### src/rtl/tt_uio_pkg.sv
// Shared types for the TinyTapeout uio pin controller.
// Command opcodes and command FSM states.
package tt_uio_pkg;

  typedef enum logic [1:0] {
    OP_WR_OE   = 2'd0,
    OP_WR_OUT  = 2'd1,
    OP_RD_IN   = 2'd2,
    OP_RD_EDGE = 2'd3
  } cmd_op_e;

  typedef enum logic {
    ST_IDLE = 1'b0,
    ST_RESP = 1'b1
  } state_e;

endpackage

### src/rtl/tt_sync_edge.sv
// uio_in synchroniser, prime counter and rising-edge detector.
// Ports: clk, rst, uio_in -> sync_in (synchronised), rise (1-cycle pulses).
module tt_sync_edge #(
  parameter int PIN_W       = 8,
  parameter int SYNC_STAGES = 2
) (
  input  logic             clk,
  input  logic             rst,
  input  logic [PIN_W-1:0] uio_in,
  output logic [PIN_W-1:0] sync_in,
  output logic [PIN_W-1:0] rise
);

  localparam int CNT_W = $clog2(SYNC_STAGES + 2);
  localparam logic [CNT_W-1:0] PRIME_CNT =
    CNT_W'(SYNC_STAGES + 1);

  logic [SYNC_STAGES-1:0][PIN_W-1:0] sync_q, sync_d;
  logic [PIN_W-1:0] prev_q, prev_d;
  logic [CNT_W-1:0] cnt_q, cnt_d;
  logic             primed;

  always_comb begin
    sync_d    = sync_q;
    sync_d[0] = uio_in;
    for (int i = 1; i < SYNC_STAGES; i++) begin
      sync_d[i] = sync_q[i-1];
    end
    sync_in = sync_q[SYNC_STAGES-1];
    prev_d  = sync_in;
    primed  = (cnt_q == PRIME_CNT);
    cnt_d   = primed ? cnt_q : cnt_q + CNT_W'(1);
    // Held off until the chain and prev_q have both
    // filled, so pins high through reset never look
    // like rising edges.
    rise    = primed ? (sync_in & ~prev_q) : '0;
  end

  always_ff @(posedge clk or posedge rst) begin
    if (rst) begin
      sync_q <= '0;
      prev_q <= '0;
      cnt_q  <= '0;
    end else begin
      sync_q <= sync_d;
      prev_q <= prev_d;
      cnt_q  <= cnt_d;
    end
  end

endmodule

### src/rtl/tt_uio_ctrl.sv
// Bidirectional pin controller: owns uio_oe/uio_out, sticky edge flags.
// Ports: clk/rst, uio pads, cmd valid/ready port, rsp valid/ready port.
module tt_uio_ctrl
  import tt_uio_pkg::*;
#(
  parameter int PIN_W       = 8,
  parameter int SYNC_STAGES = 2
) (
  input  logic             clk,
  input  logic             rst,
  input  logic [PIN_W-1:0] uio_in,
  output logic [PIN_W-1:0] uio_out,
  output logic [PIN_W-1:0] uio_oe,
  input  logic             cmd_valid,
  output logic             cmd_ready,
  input  logic [1:0]       cmd_op,
  input  logic [PIN_W-1:0] cmd_data,
  output logic             rsp_valid,
  input  logic             rsp_ready,
  output logic [PIN_W-1:0] rsp_data
);

  logic [PIN_W-1:0] sync_in;
  logic [PIN_W-1:0] rise;

  tt_sync_edge #(
    .PIN_W      (PIN_W),
    .SYNC_STAGES(SYNC_STAGES)
  ) u_sync (
    .clk    (clk),
    .rst    (rst),
    .uio_in (uio_in),
    .sync_in(sync_in),
    .rise   (rise)
  );

  state_e           state_q, state_d;
  logic [PIN_W-1:0] oe_q, oe_d;
  logic [PIN_W-1:0] out_q, out_d;
  logic [PIN_W-1:0] flags_q, flags_d;
  logic [PIN_W-1:0] rdata_q, rdata_d;
  logic             rvalid_q, rvalid_d;
  logic             accept;

  always_comb begin
    state_d  = state_q;
    oe_d     = oe_q;
    out_d    = out_q;
    flags_d  = flags_q | rise;
    rdata_d  = rdata_q;
    rvalid_d = rvalid_q;
    accept   = cmd_valid && (state_q == ST_IDLE);

    if (accept) begin
      unique case (1'b1)
        cmd_op == OP_WR_OE:  oe_d  = cmd_data;
        cmd_op == OP_WR_OUT: out_d = cmd_data;
        cmd_op == OP_RD_IN: begin
          rdata_d  = sync_in;
          rvalid_d = 1'b1;
          state_d  = ST_RESP;
        end
        cmd_op == OP_RD_EDGE: begin
          // Report pre-clear flags; a same-cycle
          // rise survives the clear.
          rdata_d  = flags_q;
          flags_d  = rise;
          rvalid_d = 1'b1;
          state_d  = ST_RESP;
        end
      endcase
    end

    if (state_q == ST_RESP && rsp_ready) begin
      rvalid_d = 1'b0;
      state_d  = ST_IDLE;
    end
  end

  always_ff @(posedge clk or posedge rst) begin
    if (rst) begin
      state_q  <= ST_IDLE;
      oe_q     <= '0;
      out_q    <= '0;
      flags_q  <= '0;
      rdata_q  <= '0;
      rvalid_q <= 1'b0;
    end else begin
      state_q  <= state_d;
      oe_q     <= oe_d;
      out_q    <= out_d;
      flags_q  <= flags_d;
      rdata_q  <= rdata_d;
      rvalid_q <= rvalid_d;
    end
  end

  assign uio_oe    = oe_q;
  assign uio_out   = out_q;
  assign rsp_data  = rdata_q;
  assign rsp_valid = rvalid_q;
  assign cmd_ready = (state_q == ST_IDLE);

endmodule
### config.mk
export PLATFORM = sky130hd
export DESIGN_NAME = tt_uio_ctrl
export DESIGN_NICKNAME = d
export VERILOG_FILES = /design/src/rtl/tt_uio_pkg.sv /design/src/rtl/tt_sync_edge.sv /design/src/rtl/tt_uio_ctrl.sv
export SDC_FILE = /design/constraint.sdc
export NUM_CORES = 1
export LEC_CHECK = 0
export CAP_MARGIN = 30
export CORE_UTILIZATION = 35
export CTS_CLUSTER_DIAMETER = 30
export DETAILED_ROUTE_END_ITERATION = 7
export GPL_ROUTABILITY_DRIVEN = 0
export PLACE_DENSITY = 0.6
export SLEW_MARGIN = 20
export SYNTH_ARGS = -nofsm -noshare
export SYNTH_HDL_FRONTEND = slang
export SYNTH_SLANG_ARGS = --single-unit
### constraint.sdc
create_clock -name clk -period 5.2 [get_ports clk]
set_input_delay 1.04 -clock clk [delete_from_list [all_inputs] [get_ports clk]]
set_output_delay 1.04 -clock clk [all_outputs]
set_load 0.005 [all_outputs]
==> Word level (Yosys, flattened, before mapping) <==
Cells that the tools add are included.
{ "classes": {"muxes": 7, "mul": 0, "shifts": 0, "reduce_logical": 11, "add_sub_neg": 1, "bitwise": 4, "order_cmp": 0, "n_div": 0, "n_eq_ne": 4} }
{ "op_table": {"columns": ["cell", "count"], "rows": [
  ["8-bit two-way mux", 3],
  ["8-bit case mux with 2 select lines", 1],
  ["8-bit AND", 1],
  ["8-bit NOT", 1],
  ["8-bit bitwise OR", 1],
  ["2-bit AND reduction", 4],
  ["2-bit == test, second input constant", 3],
  ["2-bit nonzero test", 3],
  ["1-bit two-way mux", 3],
  ["2-bit by 1-bit adder with 2-bit output, second input constant", 1],
  ["2-bit by 1-bit == test with 1-bit output, second input constant", 1],
  ["1-bit logical AND", 2],
  ["2-bit zero test", 1],
  ["2-bit OR reduction", 1],
  ["1-bit NOT", 1]
]} }
{ "totals": {"elab_cells": 36, "mem_bits_rw": 0, "romBits": 0, "reg_bits": 59, "output_inout_bits": 26, "mem_count": 0, "latchBits": 0, "input_bits": 22} }

==> Longest topological paths before layout <==
Gate-level depths: netlist of run 1.
{ "depth": {"word_depth": 6, "mapped_depth": 4, "depth_no_buf": 3} }

==> Cells and area by module <==
From an unflattened synthesis of run 1, not the netlist that was laid out.
{ "hier_totals": {"hier_cells": 122, "hier_area_um2": 2107.0} }
{ "modules_own_cells": {"columns": ["mod", "seq_area_each_um2", "area_each_um2", "cells_per_inst", "instances"], "rows": [
  ["tt_uio_ctrl", 825.8, 1333.8, 83, 1],
  ["tt_sync_edge", 650.6, 773.2, 39, 1]
]} }

==> Worst setup path before layout of run 1 <==
OpenSTA, ideal clock, no wires.
{ "synth_timing": {"path_type": "input port to flip-flop", "from": "input port cmd_op[0]", "to": "register oe_q[0] (netlist: uio_oe[0])", "setup_time_ps": 125, "path_buffers": 1, "arrival_time_ps": 1947, "setup_slack_ps": 3129, "cell_stages": 3, "required_time_ps": 5075, "path_cell_list": "buf_6 nor4b_4 mux2_2"} }
{ "synth_via": {"elab_chain_len": 2} }
{ "synth_lines": {"columns": ["item", "line_no", "source"], "rows": [
  ["from (decl)", "tt_uio_ctrl.sv:16", "input logic [1:0] cmd_op,"],
  ["2-bit zero test", "tt_uio_ctrl.sv:56", "cmd_op == OP_WR_OE: oe_d = cmd_data;"],
  ["2-bit AND reduction (no line)", null, null],
  ["to (signal assigned)", "tt_uio_ctrl.sv:83", "oe_q <= '0;"],
  ["to (signal assigned)", "tt_uio_ctrl.sv:90", "oe_q <= oe_d;"],
  ["to (decl)", "tt_uio_ctrl.sv:38", "logic [PIN_W-1:0] oe_q, oe_d;"]
]} }
Every way passes these cells.
A chain may end at the register's enable or synchronous reset.

==> Worst setup path after layout of run 1 <==
{ "layout_timing": {"from": "input port cmd_op[0]", "to": "register out_q[2] (netlist: uio_out[2])"} }
{ "layout_via": {"elab_chain_len": 2} }
{ "layout_lines": {"columns": ["item", "line_no", "source"], "rows": [
  ["2-bit by 1-bit == test with 1-bit output", "tt_uio_ctrl.sv:57", "cmd_op == OP_WR_OUT: out_d = cmd_data;"],
  ["2-bit AND reduction (no line)", null, null],
  ["to (signal assigned)", "tt_uio_ctrl.sv:91", "out_q <= out_d;"],
  ["to (decl)", "tt_uio_ctrl.sv:39", "logic [PIN_W-1:0] out_q, out_d;"]
]} }
Every way passes these cells.

==> impl_metrics.json, run 1 <==
{
  "ir_worst_vdd_v": 0.000243,
  "synth_fa_ha_area_frac": 0.00605,
  "yosys_register_bits": 59,
  "synthesis.nets": 144,
  "int_power_mw": 0.918,
  "timing.critical_path.required_ns": 5.41,
  "drt_pre_antenna_iters": 3,
  "path_max_fanout": 11,
  "cts.hold.buffers_added": 0,
  "die_area_mm2": 0.00622,
  "grt_first_pass_wirelength_um": 6570,
  "p_sw_frac": 0.217,
  "clk_latency_ns": 0.33,
  "fraction_of_the_mapped_netlist_area_in_compound_gates": 0.0406,
  "synthesized_area_fraction_occupied_by_and_or_nand_nor_cells": 0.0303,
  "die_height_um": 78.9,
  "power.net_switching_mw": 0.255,
  "hold_slack_ns": 0.348,
  "timing.critical_path.arrival_ns": 2.78,
  "initial_core_util": 0.369,
  "setup-tns-final_ns": 0,
  "seqPwrFrac": 0.479,
  "drt_iter0_markers": 50,
  "timing.max_cap.violations": 0,
  "skew_ns": 0.00734,
  "cts_tree": "done",
  "comb_power_share": 0.177,
  "cells_after_synthesis": 121,
  "routed-via-count": 1176,
  "power.density_mw_per_mm2": 417,
  "hpwlAfterDp_um": 2530,
  "synth.yosys.warnings": 0,
  "layout.cells.most_common_list": "59 x dfrtp_1, 47 x clkdlybuf4s50_1, 33 x mux2_2",
  "cts_post_setup_buffers_inserted": 0,
  "grt.overflow.total": 0,
  "antenna_found_initial": 0,
  "area_delta_synth_final_pct": 36.0,
  "cts_buffers": 9,
  "die_w_um": 78.9,
  "rsz0062_at_grt": "false",
  "port_buffers": 47,
  "floorplan.rows": 27,
  "setup_violations": 0,
  "yosys.area_share.xor_xnor": 0.00424,
  "design.final.nets": 200,
  "holdCritPathClass": "reg2reg",
  "timing.final.crit_period_ns": 2.57,
  "synth_top_family_by_area": "multiplexers",
  "vias_per_inst": 4.65,
  "share_of_synthesized_area_spent_on_multiplexers": 0.180,
  "clock_power_share": 0.343,
  "run_status": "completed",
  "cts-resized-gates": 0,
  "worst_slew_pin_slew_ns": 0.710,
  "worst_setup_path_start_kind": "primary input",
  "final_min_period_over_clock_period": 0.495,
  "worst_slew_margin_rel": 0.527,
  "antennaDiodeCount": 0,
  "clock-sinks": 59,
  "routed_wirelength_um": 3800,
  "design.portCount": 48,
  "drt.antenna.violating_nets": 0,
  "report.final.slew_viol_count": 0,
  "synth_cell_type_count": 16,
  "drt-wirelength-per-cell_um": 15.0,
  "end_kind": "flip-flop",
  "clockBufferDepth": 2,
  "gr-usage-all-layers": 0.146,
  "drc": 0,
  "worstSetupPathType": "in2reg",
  "post_synth_instance_area_mm2": 0.00207,
  "htree_num_levels": 3,
  "largest_net_degree_at_the_start_of_global_routing": 60,
  "final-hold-violation-count": 0,
  "final_layout_size_suffix_gt1_frac": 0.276,
  "yosysSeqAreaShare": 0.714,
  "grt_pass1_vias": 1324,
  "avgSynthCellArea_um2": 17.1,
  "layout.cells.most_common": "dfrtp_1",
  "placeableCoreArea_mm2": 0.00561,
  "clkTransAtPathRegs_ns": 0.06,
  "p_leak_nw": 1.18,
  "cts.root.buffer_cell": "clkbuf_8",
  "max_freq_mhz": 389
}
metrics by stage:
stage | cells | area [um^2] | utilization | setup WS, ns | total power, mW
floorplan | 121 | 2070 | - | 2.70 | 0.642
global placement | 238 | 2620 | 0.467 | 2.35 | 0.774
detailed placement | 238 | 2620 | 0.467 | 2.27 | 0.780
CTS | 253 | 2810 | 0.501 | 2.63 | 1.19
global route | 253 | 2810 | 0.501 | 2.54 | 1.24
finish | 253 | 2810 | 0.501 | 2.63 | 1.17
state kept, by name, indices dropped and copies added, names as in the netlist:
signal / flops
uio_out: 8
flags_q: 8
uio_oe: 8
rsp_valid: 1
u_sync.sync_d: 8
u_sync.cnt_q: 2
rsp_data: 8
u_sync.sync_in: 8
u_sync.prev_q: 8
power by group through the flow:
stage | logic, mW | registers, mW | clock network [mW]
after floorplan | 0.0740 | 0.568 | 0
after global placement | 0.208 | 0.566 | 0
after detailed placement | 0.210 | 0.570 | 0
after CTS | 0.212 | 0.564 | 0.418
after global routing | 0.224 | 0.573 | 0.442
final | 0.208 | 0.562 | 0.403
final timing paths:
check,from,endpoint,slack (ns),cells past startpoint
max,cmd_op[0],uio_out[2],2.63,4
min,u_sync.sync_d[12],u_sync.sync_in[4],0.35,0
max reg2reg,rsp_valid,uio_oe[2],3.60,2
min reg2reg,u_sync.sync_d[12],u_sync.sync_in[4],0.35,0
max in group asynchronous,rst,u_sync.sync_in[5],3.49,3
min in group asynchronous,rst,u_sync.sync_d[9],1.23,3
synth_stat cells, drive strengths merged:
library cell / instances / area share
nor4bb: 1 / 0.0048
ha: 1 / 0.0061
nor4b: 1 / 0.011
dfrtp: 59 / 0.71
nand4b: 1 / 0.0042
o2bb2ai: 3 / 0.013
and3b: 1 / 0.0042
buf: 3 / 0.010
inv: 7 / 0.013
a32o: 5 / 0.024
mux2: 33 / 0.18
clkbuf: 1 / 0.0018
nand2: 3 / 0.0054
o21bai: 1 / 0.0036
xnor2: 1 / 0.0042
critical path: stages:
cell,delay [ns]
clkdlybuf4s50_1,0.82
nor4bb_1,0.34
buf_4,0.23
mux2_2,0.35
metal layers:
layer  vias up  part of all wire  GRT usage
met4         0             0.017     0.0545
met1       591              0.42      0.173
li1        536                 -          -
met2        43              0.49      0.228
met5         -                 0          0
met3         6             0.065     0.0736
kinds of logic (layout without fill, tap and decap cells):
group / Yosys count / in the layout
mux: 33 / 33
simple gates: 7 / 7
compound gates: 9 / 9
fa+ha+maj: 1 / 1
buf+inv: 11 / 71
flops: 59 / 59
xor+xnor: 1 / 1
cell type report:
cell class                 instances  area, um^2
multi-input combinational         51         539
timing repair buffer              49         485
tap                               72        90.1
fill                             497        2800
sequential                        59        1480
clock inverter                     2        35.0
clock buffer                      13         159
inverter                           7        26.3
Power figures use the tool's default switching activity.
==> run 2: changes to the inputs <==
--- a/config.mk
+++ b/config.mk
@@ -10,7 +10,7 @@
 export CTS_CLUSTER_DIAMETER = 30
 export DETAILED_ROUTE_END_ITERATION = 7
 export GPL_ROUTABILITY_DRIVEN = 0
-export PLACE_DENSITY = 0.6
+export PLACE_DENSITY = 0.63
 export SLEW_MARGIN = 20
 export SYNTH_ARGS = -nofsm -noshare
 export SYNTH_HDL_FRONTEND = slang
==> constraint.sdc (replaced) <==
create_clock -name clk -period 2.1 [get_ports clk]
set_input_delay 0.42 -clock clk [delete_from_list [all_inputs] [get_ports clk]]
set_output_delay 0.42 -clock clk [all_outputs]
set_load 0.005 [all_outputs]
==> run 2 against run 1 <==
  * Wire length is 4.3% lower
  * Total power grew to 2.5 times the previous value
  * Clock skew is 0.0028 ns lower
  * Register-to-register slack worse by 3.0 ns
  * Combinational power grew to 2.5 times the previous value
  * Cell area is 2.4% higher
  * Critical path type is now reg2out
  * Highest routed layer unchanged
==> impl_metrics.json, run 2 (synthesis gave the netlist of run 1 again) <==
{
  "cts_post_setup_buffers_inserted": 0,
  "layout.cells.most_common": "dfrtp_1",
  "grt_pass1_vias": 1281,
  "worst_slew_margin_rel": 0.704,
  "worst_slew_pin_slew_ns": 0.444,
  "placeableCoreArea_mm2": 0.00561,
  "seqPwrFrac": 0.466,
  "power.density_mw_per_mm2": 1040,
  "timing.critical_path.arrival_ns": 1.40,
  "clock_power_share": 0.358,
  "setup_ws_ns": 0.283,
  "antenna_found_initial": 0,
  "design.portCount": 48,
  "grt_busiest_layer": "met2",
  "n_fill_cell": 490,
  "multi_input_gate_area_in_the_final_layout_um2": 539,
  "design.final.nets": 205,
  "largest_net_degree_at_the_start_of_global_routing": 40,
  "clk_latency_ns": 0.33,
  "die_area_mm2": 0.00622,
  "cts_buffers": 9,
  "drt-wirelength-per-cell_um": 14.1,
  "hpwlAfterDp_um": 2530,
  "initial_core_util": 0.369,
  "beginning_of_the_worst_hold_path": "u_sync.sync_d[11]",
  "drt.antenna.violating_nets": 0,
  "final-hold-violation-count": 0,
  "globalRouteMet1Util": 0.157,
  "gr-usage-all-layers": 0.137,
  "routed-via-count": 1204,
  "htree_num_levels": 3,
  "cts.root.buffer_cell": "clkbuf_8",
  "final_layout_size_suffix_gt1_frac": 0.301,
  "rsz0062_at_grt": "false",
  "floorplan.rows": 27,
  "die_height_um": 78.9,
  "area_delta_synth_final_pct": 39.3,
  "run_status": "completed",
  "setup_violations": 0,
  "globalRouteMet2Util": 0.210,
  "crit_path_start": "rsp_valid",
  "die_w_um": 78.9,
  "end_kind": "output port",
  "setup-tns-final_ns": 0,
  "holdCritPathClass": "reg2reg",
  "clockBufferDepth": 2,
  "pre_cts_ws_ns": 0.0941,
  "timing.critical_path.required_ns": 1.68,
  "clkTransAtPathRegs_ns": 0.06,
  "layout.cells.most_common_list": "59 x dfrtp_1, 47 x clkdlybuf4s50_1, 33 x mux2_2",
  "cpMaxStageDelayCell": "clkdlybuf4s50_1",
  "p_sw_frac": 0.213,
  "cp_cell_sequence": "inv_1, clkdlybuf4s50_1",
  "ir_worst_vdd_v": 0.000561,
  "cts.hold.buffers_added": 0,
  "antennaDiodeCount": 0,
  "routed_wirelength_um": 3630,
  "hold_slack_ns": 0.348,
  "power.net_switching_mw": 0.635,
  "comb_power_share": 0.176,
  "vias_per_inst": 4.67,
  "final_min_period_over_clock_period": 0.865,
  "grt.overflow.total": 0,
  "drt_pre_antenna_iters": 4,
  "critical-path-max-stage-delay_ns": 0.51,
  "worstSetupPathType": "reg2out",
  "final-instance-count-excl-fill": 258,
  "clock-sinks": 59,
  "r2r_start": "rsp_valid",
  "int_power_mw": 2.35,
  "path_max_fanout": 6,
  "worst_setup_path_start_kind": "flip-flop",
  "skew_ns": 0.00452,
  "timing.final.crit_period_ns": 1.82,
  "drt_iter0_markers": 44,
  "max_freq_mhz": 550,
  "seq_area_mm2": 0.00148,
  "cts-resized-gates": 0,
  "grt_first_pass_wirelength_um": 6130,
  "p_leak_nw": 1.22,
  "drc": 0,
  "numPlacedInstances": 243,
  "timing.max_cap.violations": 0,
  "report.final.slew_viol_count": 0,
  "groute.layer.met3.usage": 0.0874,
  "cts_tree": "done",
  "port_buffers": 47
}
run 2: power by group through the flow:
| stage | Sequential [mW] | Combinational [mW] | Clock [mW] |
|---|---|---|---|
| after floorplan | 1.41 | 0.183 | 0 |
| after global placement | 1.40 | 0.522 | 0 |
| after detailed placement | 1.41 | 0.534 | 0 |
| after CTS | 1.40 | 0.537 | 1.10 |
| after global routing | 1.41 | 0.568 | 1.16 |
| final | 1.39 | 0.525 | 1.07 |
run 2: area by class of cell:
cell class / count / area share
sequential: 59 / 0.513
multi-input combinational: 51 / 0.187
timing repair buffer: 54 / 0.186
clock buffer: 14 / 0.0634
tap: 72 / 0.0313
clock inverter: 1 / 0.0104
inverter: 7 / 0.00912
run 2: metal layers:
layer,part of all wire,vias to the layer above
met4,0.011,0
met3,0.088,5
li1,-,544
met5,0,-
met1,0.42,613
met2,0.48,42
run 2: worst max-delay path: cells and delay by family, from the launching register on:
kind	cells	cell delay (ns)
flops	1	0.45
buf+inv	2	0.61
run 2: metrics by stage:
step           utilization  total power [mW]  area (um^2)
3_5_place_dp         0.476              1.94         2670
5_1_grt              0.514              3.15         2880
2_1_floorplan            -              1.59         2070
4_1_cts              0.514              3.03         2880
3_3_place_gp         0.476              1.93         2670
6_report             0.514              2.98         2880
run 2: final timing paths:
kind	endpoint	slack (ns)	depth (start not counted)
max reg2reg	uio_out[2]	0.61	3
min in group asynchronous	uio_oe[6]	0.44	3
max	cmd_ready	0.28	2
max in group asynchronous	flags_q[3]	1.43	3
min	u_sync.sync_in[3]	0.35	0
min reg2reg	u_sync.sync_in[3]	0.35	0
==> run 3: changes to the inputs <==
--- a/config.mk
+++ b/config.mk
@@ -6,11 +6,11 @@
 export NUM_CORES = 1
 export LEC_CHECK = 0
 export CAP_MARGIN = 30
-export CORE_UTILIZATION = 35
+export CORE_UTILIZATION = 44
 export CTS_CLUSTER_DIAMETER = 30
 export DETAILED_ROUTE_END_ITERATION = 7
 export GPL_ROUTABILITY_DRIVEN = 0
-export PLACE_DENSITY = 0.63
+export PLACE_DENSITY = 0.75
 export SLEW_MARGIN = 20
 export SYNTH_ARGS = -nofsm -noshare
 export SYNTH_HDL_FRONTEND = slang
==> run 3 against run 2 <==
  * The flow now finishes with violations (design-rule violations)
  * Worst setup slack got worse by 0.012 ns
  * Wire length is 6.5% higher
  * Global-route usage increased by 4.2 points
  * Via count is 1.7% higher
  * Count of clock-buffer cells in the layout shrank 3
  * Cell area fell by 2.9%
  * Clock skew hardly changed
  * Die area fell by 20%
  * Register-to-register slack better by 0.03 ns
  * Clock power is 22% lower
  * Critical path depth did not move
  * First-iteration DRC count increased by 14%
  * Largest power group unchanged
  * Highest routed layer unchanged
==> impl_metrics.json, run 3 (synthesis gave the netlist of run 1 again) <==
{
  "n_fill_cell": 343,
  "r2r.worst_path.cells": 2,
  "gr-usage-all-layers": 0.179,
  "critical-path-max-stage-delay_ns": 0.52,
  "drt_pre_antenna_iters": 6,
  "antennaDiodeCount": 0,
  "cts.hold.buffers_added": 0,
  "setup_violations": 0,
  "p_leak_nw": 1.18,
  "cp_num_cells": 2,
  "worst_path_dominant_cell_family": "buffers and inverters",
  "cts_tree": "done",
  "violations": "design-rule violations",
  "timing.final.crit_period_ns": 1.83,
  "layout.cells.most_common": "dfrtp_1",
  "setup_ws_ns": 0.271,
  "grt_pass1_vias": 1385,
  "hpwlAfterDp_um": 2660,
  "grt_first_pass_wirelength_um": 6560,
  "die_area_mm2": 0.00498,
  "placeableCoreArea_mm2": 0.00444,
  "drt.antenna.violating_nets": 0,
  "routed_wirelength_um": 3870,
  "worst_slew_margin_rel": 0.701,
  "layout.cells.most_common_list": "59 x dfrtp_1, 47 x clkdlybuf4s50_1, 33 x mux2_2",
  "timing.critical_path.arrival_ns": 1.41,
  "seq_area_mm2": 0.00148,
  "timing.critical_path.required_ns": 1.68,
  "rsz0062_at_grt": "false",
  "worst_slew_pin_slew_ns": 0.446,
  "worst_setup_path_start_kind": "flip-flop",
  "multi_input_gate_area_in_the_final_layout_um2": 539,
  "cts-resized-gates": 0,
  "area_delta_synth_final_pct": 35.3,
  "largest_net_degree_at_the_start_of_global_routing": 34,
  "final-hold-violation-count": 0,
  "pre_cts_ws_ns": 0.108,
  "floorplan.rows": 24,
  "clock-sinks": 59,
  "ir_worst_vdd_v": 0.000502,
  "path_max_fanout": 6,
  "drt_iter0_markers": 50,
  "grt.overflow.total": 0,
  "design.final.nets": 204,
  "die_height_um": 70.5,
  "power.density_mw_per_mm2": 985,
  "timing.max_cap.violations": 0,
  "drc": 4,
  "final_min_period_over_clock_period": 0.871,
  "run_status": "finished, violations left",
  "die_w_um": 70.5,
  "skew_ns": 0.00457,
  "setup-tns-final_ns": 0,
  "cts.root.buffer_cell": "clkbuf_8",
  "initial_core_util": 0.465,
  "cts_post_setup_buffers_inserted": 0,
  "worstSetupPathType": "reg2out",
  "antenna_found_initial": 0,
  "clockBufferDepth": 2,
  "drt-wirelength-per-cell_um": 16.2,
  "clkTransAtPathRegs_ns": 0.06,
  "port_buffers": 47,
  "critPathBufInv": 2,
  "cts_buffers": 9,
  "design.portCount": 48,
  "report.final.slew_viol_count": 0,
  "end_kind": "output port",
  "cpMaxStageDelayCell": "clkdlybuf4s50_1",
  "hold_critical_path_depth": 0,
  "clk_latency_ns": 0.32,
  "cp_cell_sequence": "inv_1, clkdlybuf4s50_1",
  "vias_per_inst": 5.15,
  "routed-via-count": 1225,
  "final_layout_size_suffix_gt1_frac": 0.296,
  "htree_num_levels": 3,
  "max_freq_mhz": 547,
  "holdCritPathClass": "reg2reg"
}
[run 3: worst paths after layout]
kind,start,end,slack [ns]
setup / recovery,rsp_valid,cmd_ready,0.27
hold / removal,u_sync.sync_d[14],u_sync.sync_in[6],0.35
setup reg to reg,rsp_valid,rsp_data[4],0.64
hold reg to reg,u_sync.sync_d[14],u_sync.sync_in[6],0.35
max in group asynchronous,rst,rsp_valid,1.23
min in group asynchronous,rst,uio_oe[5],0.38
[run 3: layer usage]
metal  wire length, um  global-route usage  share of wire  vias up
li1                  -                   -              -      543
met1              1590               0.195           0.41      632
met2              1970               0.299           0.51       46
met3               288               0.103          0.074        4
met4                21              0.0533         0.0054        0
met5                 0                   0              0        -
[run 3: stage by stage]
| step | total power [mW] | area, um^2 | instances | utilization | hold slack (ns) |
|---|---|---|---|---|---|
| 4_1_cts | 2.80 | 2800 | 238 | 0.629 | 0.357 |
| 3_5_place_dp | 1.95 | 2640 | 222 | 0.593 | 0.337 |
| 2_1_floorplan | 1.59 | 2070 | 121 | - | 0.331 |
| 3_3_place_gp | 1.92 | 2640 | 222 | 0.593 | 0.335 |
| 6_report | 2.75 | 2800 | 238 | 0.629 | 0.353 |
| 5_1_grt | 2.90 | 2800 | 238 | 0.629 | 0.362 |
[run 3: power breakdown]
group          internal [mW]  switching [mW]  total, mW
registers               1.30          0.0937       1.40
clock network          0.421           0.412      0.833
logic                  0.373           0.151      0.524
total                   2.10           0.657       2.75
[run 3: cell type report]
cell class	instances	area share
Inverter	7	0.00940
Timing Repair Buffer	53	0.189
Clock buffer	11	0.0470
Multi-Input combinational cell	51	0.193
Clock inverter	5	0.0107
Sequential cell	59	0.528
Tap cell	52	0.0233
